<file path="config.mk">
export PLATFORM = sky130hd
export DESIGN_NAME = mcdt_arb
export DESIGN_NICKNAME = d
export VERILOG_FILES = /design/src/rtl/mcdt_arb.sv
export SDC_FILE = /design/constraint.sdc
export NUM_CORES = 2
export LEC_CHECK = 0
export CORE_UTILIZATION = 42
export CTS_CLUSTER_SIZE = 20
export DETAILED_ROUTE_END_ITERATION = 7
export GPL_ROUTABILITY_DRIVEN = 1
export PLACE_DENSITY_LB_ADDON = 0.3
export SLEW_MARGIN = 20
export SYNTH_ARGS = -nofsm -noshare
export SYNTH_HDL_FRONTEND = slang
export SYNTH_SLANG_ARGS = --single-unit
</file>
<file path="constraint.sdc">
create_clock -name clk -period 4.7 [get_ports clk]
set_clock_uncertainty 0.1 [all_clocks]
set_input_delay 0.705 -clock clk [delete_from_list [all_inputs] [get_ports clk]]
set_output_delay 0.705 -clock clk [all_outputs]
set_load 0.02 [all_outputs]
</file>
<file path="src/rtl/mcdt_arb.sv">
// mcdt_arb: multi-channel transmitter, per-channel FIFOs merged onto one tagged output stream
// Ports: clk; rstn (async, active-high reset); ch_data_i/ch_valid_i/ch_ready_o per-channel write side;
//        ch_en_i channel enables; ch_margin_o free entries per channel; ch_ovf_o/ovf_clr_i sticky overflow;
//        arb_mode_i 0=fixed priority, 1=round-robin; mcdt_data_o/mcdt_val_o/mcdt_id_o/mcdt_ready_i output stream.
// Define MCDT_OVF_EN to build the sticky overflow flags; otherwise ch_ovf_o is tied to 0.
module mcdt_arb #(
    parameter int NUM_CH = 4,
    parameter int DATA_W = 32,
    parameter int DEPTH = 16,
    localparam int ID_W = $clog2(NUM_CH),
    localparam int MW = $clog2(DEPTH) + 1
) (
    input  logic                     clk,
    input  logic                     rstn,
    input  logic [NUM_CH*DATA_W-1:0] ch_data_i,
    input  logic [NUM_CH-1:0]        ch_valid_i,
    output logic [NUM_CH-1:0]        ch_ready_o,
    input  logic [NUM_CH-1:0]        ch_en_i,
    output logic [NUM_CH*MW-1:0]     ch_margin_o,
    output logic [NUM_CH-1:0]        ch_ovf_o,
    input  logic                     ovf_clr_i,
    input  logic                     arb_mode_i,
    output logic [DATA_W-1:0]        mcdt_data_o,
    output logic                     mcdt_val_o,
    output logic [ID_W-1:0]          mcdt_id_o,
    input  logic                     mcdt_ready_i
);
    localparam int AW = $clog2(DEPTH);
    logic [NUM_CH-1:0] full, elig, wr, pop;
    logic [NUM_CH*DATA_W-1:0] rd_all;
    logic [ID_W-1:0] gnt, last, idx;
    logic any, free;
    assign free = ~mcdt_val_o | mcdt_ready_i;
    for (genvar k = 0; k < NUM_CH; k++) begin : g_ch
        logic [DATA_W-1:0] mem [DEPTH];
        logic [AW-1:0] rptr, wptr;
        logic [MW-1:0] cnt;
        assign full[k] = cnt == MW'(DEPTH);
        assign elig[k] = ch_en_i[k] & (cnt != '0);
        assign ch_ready_o[k] = ch_en_i[k] & ~full[k];
        assign wr[k] = ch_valid_i[k] & ch_ready_o[k];
        assign pop[k] = free & any & (gnt == ID_W'(k));
        assign ch_margin_o[k*MW +: MW] = MW'(DEPTH) - cnt;
        assign rd_all[k*DATA_W +: DATA_W] = mem[rptr];
        always_ff @(posedge clk or posedge rstn) begin
            if (rstn) begin
                rptr <= '0;
                wptr <= '0;
                cnt <= '0;
            end else begin
                if (wr[k]) wptr <= wptr + 1'b1;
                if (pop[k]) rptr <= rptr + 1'b1;
                cnt <= cnt + MW'(wr[k]) - MW'(pop[k]);
            end
        end
        always_ff @(posedge clk) begin
            if (wr[k]) mem[wptr] <= ch_data_i[k*DATA_W +: DATA_W];
        end
    end
    // Scan order: plain index in fixed mode, rotated past last grant in round-robin.
    always_comb begin
        gnt = '0;
        any = 1'b0;
        idx = '0;
        for (int i = 0; i < NUM_CH; i++) begin
            idx = ID_W'(arb_mode_i ? (int'(last) + 1 + i) % NUM_CH : i);
            if (!any && elig[idx]) begin
                any = 1'b1;
                gnt = idx;
            end
        end
    end
    always_ff @(posedge clk or posedge rstn) begin
        if (rstn) begin
            mcdt_data_o <= '0;
            mcdt_id_o <= '0;
            mcdt_val_o <= 1'b0;
            last <= ID_W'(NUM_CH - 1);
        end else if (free) begin
            mcdt_val_o <= any;
            if (any) begin
                mcdt_data_o <= rd_all[int'(gnt)*DATA_W +: DATA_W];
                mcdt_id_o <= gnt;
                last <= gnt;
            end
        end
    end
`ifdef MCDT_OVF_EN
    always_ff @(posedge clk or posedge rstn) begin
        if (rstn) ch_ovf_o <= '0;
        else if (ovf_clr_i) ch_ovf_o <= '0;
        else ch_ovf_o <= ch_ovf_o | (ch_valid_i & ch_en_i & full);
    end
`else
    logic unused_ovf_clr;
    assign unused_ovf_clr = ovf_clr_i;
    assign ch_ovf_o = '0;
`endif
endmodule

</file>
# Word-level counts from Yosys, hierarchy flattened
# Memory sizes are Yosys's and may differ from the RTL's.
# Cells that the tools add are included.
dict set report totals {
  register_bits 89
  ramBits 2048
  in_bits 141
  output_inout_bits 63
  wordCells 119
  n_memories 4
}
dict set report op_classes {
  addsub 24
  order_cmp 4
  n_eq_ne 7
  n_shift 1
  n_mux 28
  bitwise 23
  reduce_logical 12
}
# memory depth width read_ports rd_clocked_by_memory_dff wr line_no
set memory_table {}
lappend memory_table {{g_ch[0].mem} 16 32 1 0 1 35} ;# logic [DATA_W-1:0] mem [DEPTH];
lappend memory_table {{g_ch[1].mem} 16 32 1 0 1 35}
lappend memory_table {{g_ch[2].mem} 16 32 1 0 1 35}
lappend memory_table {{g_ch[3].mem} 16 32 1 0 1 35}
# cell n
set ops {}
lappend ops {{$shiftx A128 B8 Y32} 1}
lappend ops {{$add A4 B1 Y4 const B} 8}
lappend ops {{$add A5 B1 Y5} 4}
lappend ops {{$eq A5 B5 Y1 const B} 4}
lappend ops {{$reduce_bool A5 Y1} 4}
lappend ops {{$sub A5 B1 Y5} 4}
lappend ops {{$sub A5 B5 Y5 const A} 4}
lappend ops {{$and A1 B1 Y1} 17}
lappend ops {{$mux W1} 16}
lappend ops {{$mux W2} 8}
lappend ops {{$lt A2 B3 Y1 const B} 4}
lappend ops {{$bmux W1 S2} 4}
lappend ops {{$not A1 Y1} 5}
lappend ops {{$add A2 B1 Y2 const B} 2}
lappend ops {{$add A2 B2 Y2 const B} 2}
lappend ops {{$eq A2 B2 Y1 const B} 2}
lappend ops {{$logic_and A1 B1 Y1} 3}
lappend ops {{$logic_not A1 Y1} 3}
lappend ops {{$eq A2 B1 Y1 const B} 1}
lappend ops {{$logic_not A2 Y1} 1}
lappend ops {{$reduce_and A2 Y1} 1}
lappend ops {{$or A1 B1 Y1} 1}

# Depth between registers and ports, before layout
dict set report depth {
  word_depth 17
  ltp_mapped 20
}

# Worst setup path after synthesis
# OpenSTA, ideal clock, no wires.
dict set report synth_path {
  path_type {flip-flop to flip-flop}
  start {register g_ch[1].cnt[1]}
  end {memory g_ch[1].mem[3][0] (enable)}
  arrival_time_ns 4.151
  t_required_ns 4.139
  slack_ns -0.012
  stages_incl_launch_ff 10
  path_cell_list {dfrtp_1 -> inv_1 -> ha_1 -> and2_1 -> ha_1 -> nor2b_1 -> and2_1 -> clkbuf_1 -> nand2_1 -> nor3_1}
}
dict set report synth_via {
  elab_chain_len 6
}
# element line_no
set synth_lines {}
lappend synth_lines {{start: declaration} 37} ;# logic [MW-1:0] cnt;
lappend synth_lines {{start signal: assignment} 53} ;# cnt <= cnt + MW'(wr[k]) - MW'(pop[k]);
lappend synth_lines {{$eq A5 B5 Y1} 38} ;# assign full[k] = cnt == MW'(DEPTH);
lappend synth_lines {{$not A1 Y1} 40} ;# assign ch_ready_o[k] = ch_en_i[k] & ~full[k];
lappend synth_lines {{$and A1 B1 Y1} 40}
lappend synth_lines {{named net ch_ready_o[1]} 17} ;# output logic [NUM_CH-1:0] ch_ready_o,
lappend synth_lines {{$and A1 B1 Y1} 41} ;# assign wr[k] = ch_valid_i[k] & ch_ready_o[k];
lappend synth_lines {{named net wr[1]} 29} ;# logic [NUM_CH-1:0] full, elig, wr, pop;
lappend synth_lines {{$mux W1} 57} ;# if (wr[k]) mem[wptr] <= ch_data_i[k*DATA_W +: DATA_W];
lappend synth_lines {{$mux W1 (not written as such)} 57}
lappend synth_lines {{end: declaration} 35}
# The timed path passes the listed nets, and every way through them passes these cells.

# Final worst setup path
dict set report layout_path {
  start {register g_ch[1].cnt[1]}
  end {register mcdt_data_o[13]}
}
dict set report layout_via {
  elab_chain_len 15
  elab_cells_between_ends 26
  classes_between {shift: 1; mux: 16; bitwise: 1; reduce/logical: 8}
}
# element line_no
set layout_lines {}
lappend layout_lines {{$reduce_bool A5 Y1 *} 39} ;# assign elig[k] = ch_en_i[k] & (cnt != '0);
lappend layout_lines {{$and A1 B1 Y1 *} 39}
lappend layout_lines {{$bmux W1 S2} 67} ;# if (!any && elig[idx]) begin
lappend layout_lines {{$mux W1 (not written as such)} 67}
lappend layout_lines {{$mux W1} 67}
lappend layout_lines {{$logic_not A1 Y1} 67}
lappend layout_lines {{$logic_and A1 B1 Y1} 67}
lappend layout_lines {{$mux W1} 67}
lappend layout_lines {{$logic_not A1 Y1} 67}
lappend layout_lines {{$logic_and A1 B1 Y1} 67}
lappend layout_lines {{$mux W1} 67}
lappend layout_lines {{$logic_not A1 Y1} 67}
lappend layout_lines {{$logic_and A1 B1 Y1} 67}
lappend layout_lines {{$mux W2 or $mux W1 (tied branches)} 67}
lappend layout_lines {{$shiftx A128 B8 Y32 or $reduce_and A2 Y1 (tied branches)} -}
lappend layout_lines {{end signal: assignment} 82} ;# mcdt_data_o <= rd_all[int'(gnt)*DATA_W +: DATA_W];
lappend layout_lines {{end: declaration} 23} ;# output logic [DATA_W-1:0] mcdt_data_o,
# Mark *: on every way between the ends. The rest lies on a longest branch, timed or not. The select of a mux whose other input is x is not followed.
# A chain may end at the register's enable or synchronous reset.

==> results.py <==
metrics = {
    "run_status": {
        "outcome": "completed",
    },
    "sta": {
        "timing_hold_violations_final": 0,
        "tightest_slew_ps": 1190,
        "achievable-frequency_mhz": 237.9,
        "final_period_demand_of_the_worst_path_ps": 4204,
        "max_slew_margin_pct": 20.67,
        "setup_viol": 0,
        "period_share_pct": 89.44,
        "finalSetupTns_ps": 0,
        "grt_setup_unrepaired": "no",
        "timing.final.max_slew_violations": 0,
    },
    "yosys": {
        "mapped_area_mm2": 0.08282,
        "synth-seq-area-share_pct": 76.95,
        "synth_enable_flop_cells": 2048,
        "synthFlopType": "sky130_fd_sc_hd__edfxtp_1",
        "synthDistinctLibCells": 53,
        "synthesis.area_per_instance_um2": 21.66,
        "gate_count_post_synth": 3823,
        "yosysWarningCount": 0,
        "asyncSetResetFlopFracSynth_pct": 4.165,
        "synth-seq-cells": 2137,
    },
    "floorplan": {
        "io_pins": 204,
        "core_area_mm2": 0.1954,
        "rows": 162,
        "die_height_um": 446.1,
        "die_outline_area_mm2": 0.1990,
        "floorplan.initialDensity_pct": 42.38,
        "die_w_um": 446.1,
    },
    "route": {
        "routedWlPerCell_um": 29.00,
        "via_count": 40330,
        "first_iter_violations": 4430,
        "antenna_left": 0,
        "drt_wl_total_um": 204100,
        "tritonroute_pass_1_iters": 5,
        "viasPerCell": 5.730,
        "detail_route.drc_violations": 0,
    },
    "global_routing": {
        "initial_antenna_violation_count": 51,
        "grt.overflow.total": 0,
        "grt_overall_usage_pct": 20.59,
        "grt_start_max_net_pins": 97,
        "grt_first_pass_wirelength_um": 292900,
        "vias_in_the_first_global_route": 40900,
    },
    "power": {
        "p_comb_share_pct": 28.8,
        "ir_drop_mv": 0.3954,
        "power.internal_mw": 38.79,
        "power.switching_mw": 17.37,
        "switching_share_pct": 30.93,
        "power.density_cell_area_mw_per_mm2": 584.5,
        "sequentialPowerShare_pct": 41.8,
        "leakage_nw": 30.91,
        "clock_power_share_pct": 29.4,
    },
    "cts": {
        "worstSkewPairLatency_ps": 870,
        "tritoncts": "yes",
        "cts_num_sinks": 2137,
        "cts.path.max_buffers": 3,
        "cts_setup_buffers": 0,
        "cts.hold.buffers_added": 0,
        "numCtsBuffers": 213,
        "cts.reportedPaths.clkPinSlew_ps": 60,
        "root_buffer": "sky130_fd_sc_hd__clkbuf_16",
        "ctsHtreeMaxLevel": 4,
        "cts_resized": 0,
    },
    "critical_path": {
        "critical_path_required_ps": 5310,
        "reg2reg_depth": 12,
        "arrival_ps": 4810,
        "r2r_slack_ps": 500,
        "crit_path_end": "mcdt_data_o[13]$_DFFE_PP0P_",
        "timing.setup.critical_path_class": "reg -> reg",
        "critPathLaunch": "g_ch[1].cnt[1]$_DFF_PP0_",
        "worstSetupStartpointType": "flop",
        "r2r_start": "g_ch[1].cnt[1]$_DFF_PP0_",
        "critPathMaxFanout": 81,
        "worstReg2RegEnd": "mcdt_data_o[13]$_DFFE_PP0P_",
        "cp-end-kind": "flop",
    },
    "final_layout": {
        "final_nets": 4426,
        "area_overhead_vs_synth_pct": 16.00,
        "final_util_pct": 49.17,
        "drive_above_1_share_pct": 24.42,
        "fillers": 15710,
    },
    "placement": {
        "portBuffers": 198,
        "detail_placement_hpwl_um": 121800,
        "routabilityCongestion": 0.7898,
    },
    "hold_path": {
        "holdCritPathClass": "in -> async",
    },
    "flow_run": {
        "cap_viol_max_count": 0,
    },
}
[per-layer routing]
layer / part of all wire (%) / global-route usage, % / routed length, um / vias to the layer above
li1: - / - / - / 16910
met1: 40 / 27.87 / 82110 / 21540
met2: 48 / 32.56 / 98780 / 1538
met3: 7.0 / 3.706 / 14310 / 339
met4: 4.3 / 9.420 / 8850 / 10
met5: 0.030 / 0 / 62 / -
[worst min-delay path by stage]
stage / start / to / slack [ps] / cells past startpoint
floorplan: last[0]$_DFFE_PP1P_ / last[0]$_DFFE_PP1P_ / 390 / 2
global placement: mcdt_data_o[27]$_DFFE_PP0P_ / mcdt_data_o[27]$_DFFE_PP0P_ / 380 / 2
detailed placement: mcdt_data_o[25]$_DFFE_PP0P_ / mcdt_data_o[25]$_DFFE_PP0P_ / 390 / 2
CTS: rstn / g_ch[0].cnt[3]$_DFF_PP0_ / 130 / 2
global route: rstn / g_ch[0].cnt[4]$_DFF_PP0_ / 190 / 2
finish: rstn / g_ch[0].cnt[4]$_DFF_PP0_ / 170 / 2
[stage by stage]
stage               power, mW  instance area [um2]  hold WS (ps)  cells  worst slack [ps]
floorplan               33.81                82830         386.4   3826             12.87
global placement        40.08                89220         378.0   6630             203.1
detailed placement      40.19                89220         386.0   6630             152.1
CTS                     56.66                96040         133.3   7027             429.2
global route            58.28                96070         190.7   7039             207.5
finish                  56.16                96070         172.0   7039             496.2
[worst max-delay path: stages (launching register included)]
cell and delay [ps]:
sky130_fd_sc_hd__dfrtp_1 420, sky130_fd_sc_hd__inv_1 120, sky130_fd_sc_hd__ha_1 190, sky130_fd_sc_hd__and2_1 160
sky130_fd_sc_hd__ha_1 390, sky130_fd_sc_hd__nor2b_1 80, sky130_fd_sc_hd__buf_4 170, sky130_fd_sc_hd__mux2i_1 250
sky130_fd_sc_hd__o21a_4 170, sky130_fd_sc_hd__buf_4 850, sky130_fd_sc_hd__a221oi_1 270, sky130_fd_sc_hd__o21ai_1 700
sky130_fd_sc_hd__nand3_1 140
[synth_stat cells, types with 2 or more instances]
library cell | instances | area share, %
sky130_fd_sc_hd__a221o_1 | 5 | 0.060
sky130_fd_sc_hd__fa_1 | 4 | 0.097
sky130_fd_sc_hd__nand3_1 | 35 | 0.21
sky130_fd_sc_hd__a22oi_1 | 135 | 1.2
sky130_fd_sc_hd__o21ai_1 | 28 | 0.17
sky130_fd_sc_hd__dfrtp_1 | 87 | 2.6
sky130_fd_sc_hd__o22ai_1 | 28 | 0.21
sky130_fd_sc_hd__buf_4 | 26 | 0.24
sky130_fd_sc_hd__buf_1 | 15 | 0.068
sky130_fd_sc_hd__o21ai_0 | 32 | 0.19
sky130_fd_sc_hd__mux2_1 | 3 | 0.041
sky130_fd_sc_hd__clkbuf_1 | 128 | 0.58
sky130_fd_sc_hd__dfstp_2 | 2 | 0.063
sky130_fd_sc_hd__ha_1 | 60 | 0.91
sky130_fd_sc_hd__nand4_1 | 5 | 0.038
sky130_fd_sc_hd__inv_1 | 48 | 0.22
sky130_fd_sc_hd__nand2_1 | 78 | 0.35
sky130_fd_sc_hd__a211oi_1 | 27 | 0.24
sky130_fd_sc_hd__buf_2 | 38 | 0.23
sky130_fd_sc_hd__and2_1 | 51 | 0.39
sky130_fd_sc_hd__a21oi_1 | 11 | 0.066
sky130_fd_sc_hd__a21o_1 | 2 | 0.018
sky130_fd_sc_hd__mux2_2 | 2 | 0.027
sky130_fd_sc_hd__a22o_1 | 20 | 0.21
sky130_fd_sc_hd__and3_1 | 32 | 0.24
sky130_fd_sc_hd__nor2_1 | 53 | 0.24
sky130_fd_sc_hd__edfxtp_1 | 2048 | 74
sky130_fd_sc_hd__o221ai_1 | 54 | 0.57
sky130_fd_sc_hd__nor3b_1 | 3 | 0.027
sky130_fd_sc_hd__nor2b_1 | 19 | 0.14
sky130_fd_sc_hd__clkinv_1 | 3 | 0.014
sky130_fd_sc_hd__nor3_1 | 10 | 0.060
sky130_fd_sc_hd__xnor2_1 | 40 | 0.42
sky130_fd_sc_hd__buf_6 | 11 | 0.15
sky130_fd_sc_hd__mux2i_1 | 119 | 1.4
sky130_fd_sc_hd__xor2_1 | 8 | 0.085
sky130_fd_sc_hd__nand2b_1 | 7 | 0.053
sky130_fd_sc_hd__mux4_2 | 485 | 13
sky130_fd_sc_hd__a221oi_1 | 47 | 0.50
[final cells by class]
cell class	instances	area [um2]	share of cell area, %
Antenna cell	12	30.03	0.03126
Clock buffer	293	5751	5.986
Clock inverter	104	1066	1.110
Inverter	52	197.7	0.2058
Multi-Input combinational cell	1419	18210	18.95
Sequential cell	2137	63760	66.37
Tap cell	2624	3283	3.418
Timing Repair Buffer	398	3771	3.925
[cells by family (layout without fill, tap and decap cells)]
family	after synthesis	in the layout	synth area share, %
mux	609	609	14.70
compound gates	396	396	3.540
xor+xnor	48	48	0.5076
fa+ha+maj	64	64	1.003
flops	2137	2137	76.95
buf+inv	270	847	1.499
other cells	1	16	0.004528
simple gates	298	298	1.799
[cell usage in the layout (no fill, tap or decap), drive strengths merged, types with 2 or more instances in the layout]
master	instances
a211oi	27
clkbuf	293
fa	4
xnor2	40
edfxtp	2048
dfrtp	87
conb	4
a21o	2
nand2	79
a22o	20
diode	12
clkdlybuf4s50	198
clkinvlp	2
xor2	8
mux2i	119
a21oi	11
dfstp	2
nand2b	7
and2	51
nor2b	19
mux2	5
ha	60
inv	58
o22ai	28
nand3	35
o21ai	61
bufinv	13
mux4	485
nand4	5
and3	32
a221oi	47
buf	200
nor3	10
a22oi	135
a221o	5
nor2	53
o221ai	54
clkinv	83
nor3b	3
[state kept, by name (all words and copies together), names as in the netlist]
| register | cells |
|---|---|
| mcdt_data_o | 32 |
| mcdt_id_o | 2 |
| g_ch.mem | 2048 |
| mcdt_val_o | 1 |
| last | 2 |
| g_ch.wptr | 16 |
| g_ch.cnt | 20 |
| g_ch.rptr | 16 |
[power groups by stage]
stage / clock network, mW / registers (mW) / logic [mW]
2_1_floorplan: 0 / 23.1 / 10.7
3_3_place_gp: 0 / 23.9 / 16.2
3_5_place_dp: 0 / 23.9 / 16.3
4_1_cts: 16.8 / 23.5 / 16.3
5_1_grt: 17.5 / 23.6 / 17.2
6_report: 16.5 / 23.5 / 16.2
(Power assumes the default switching activity.)
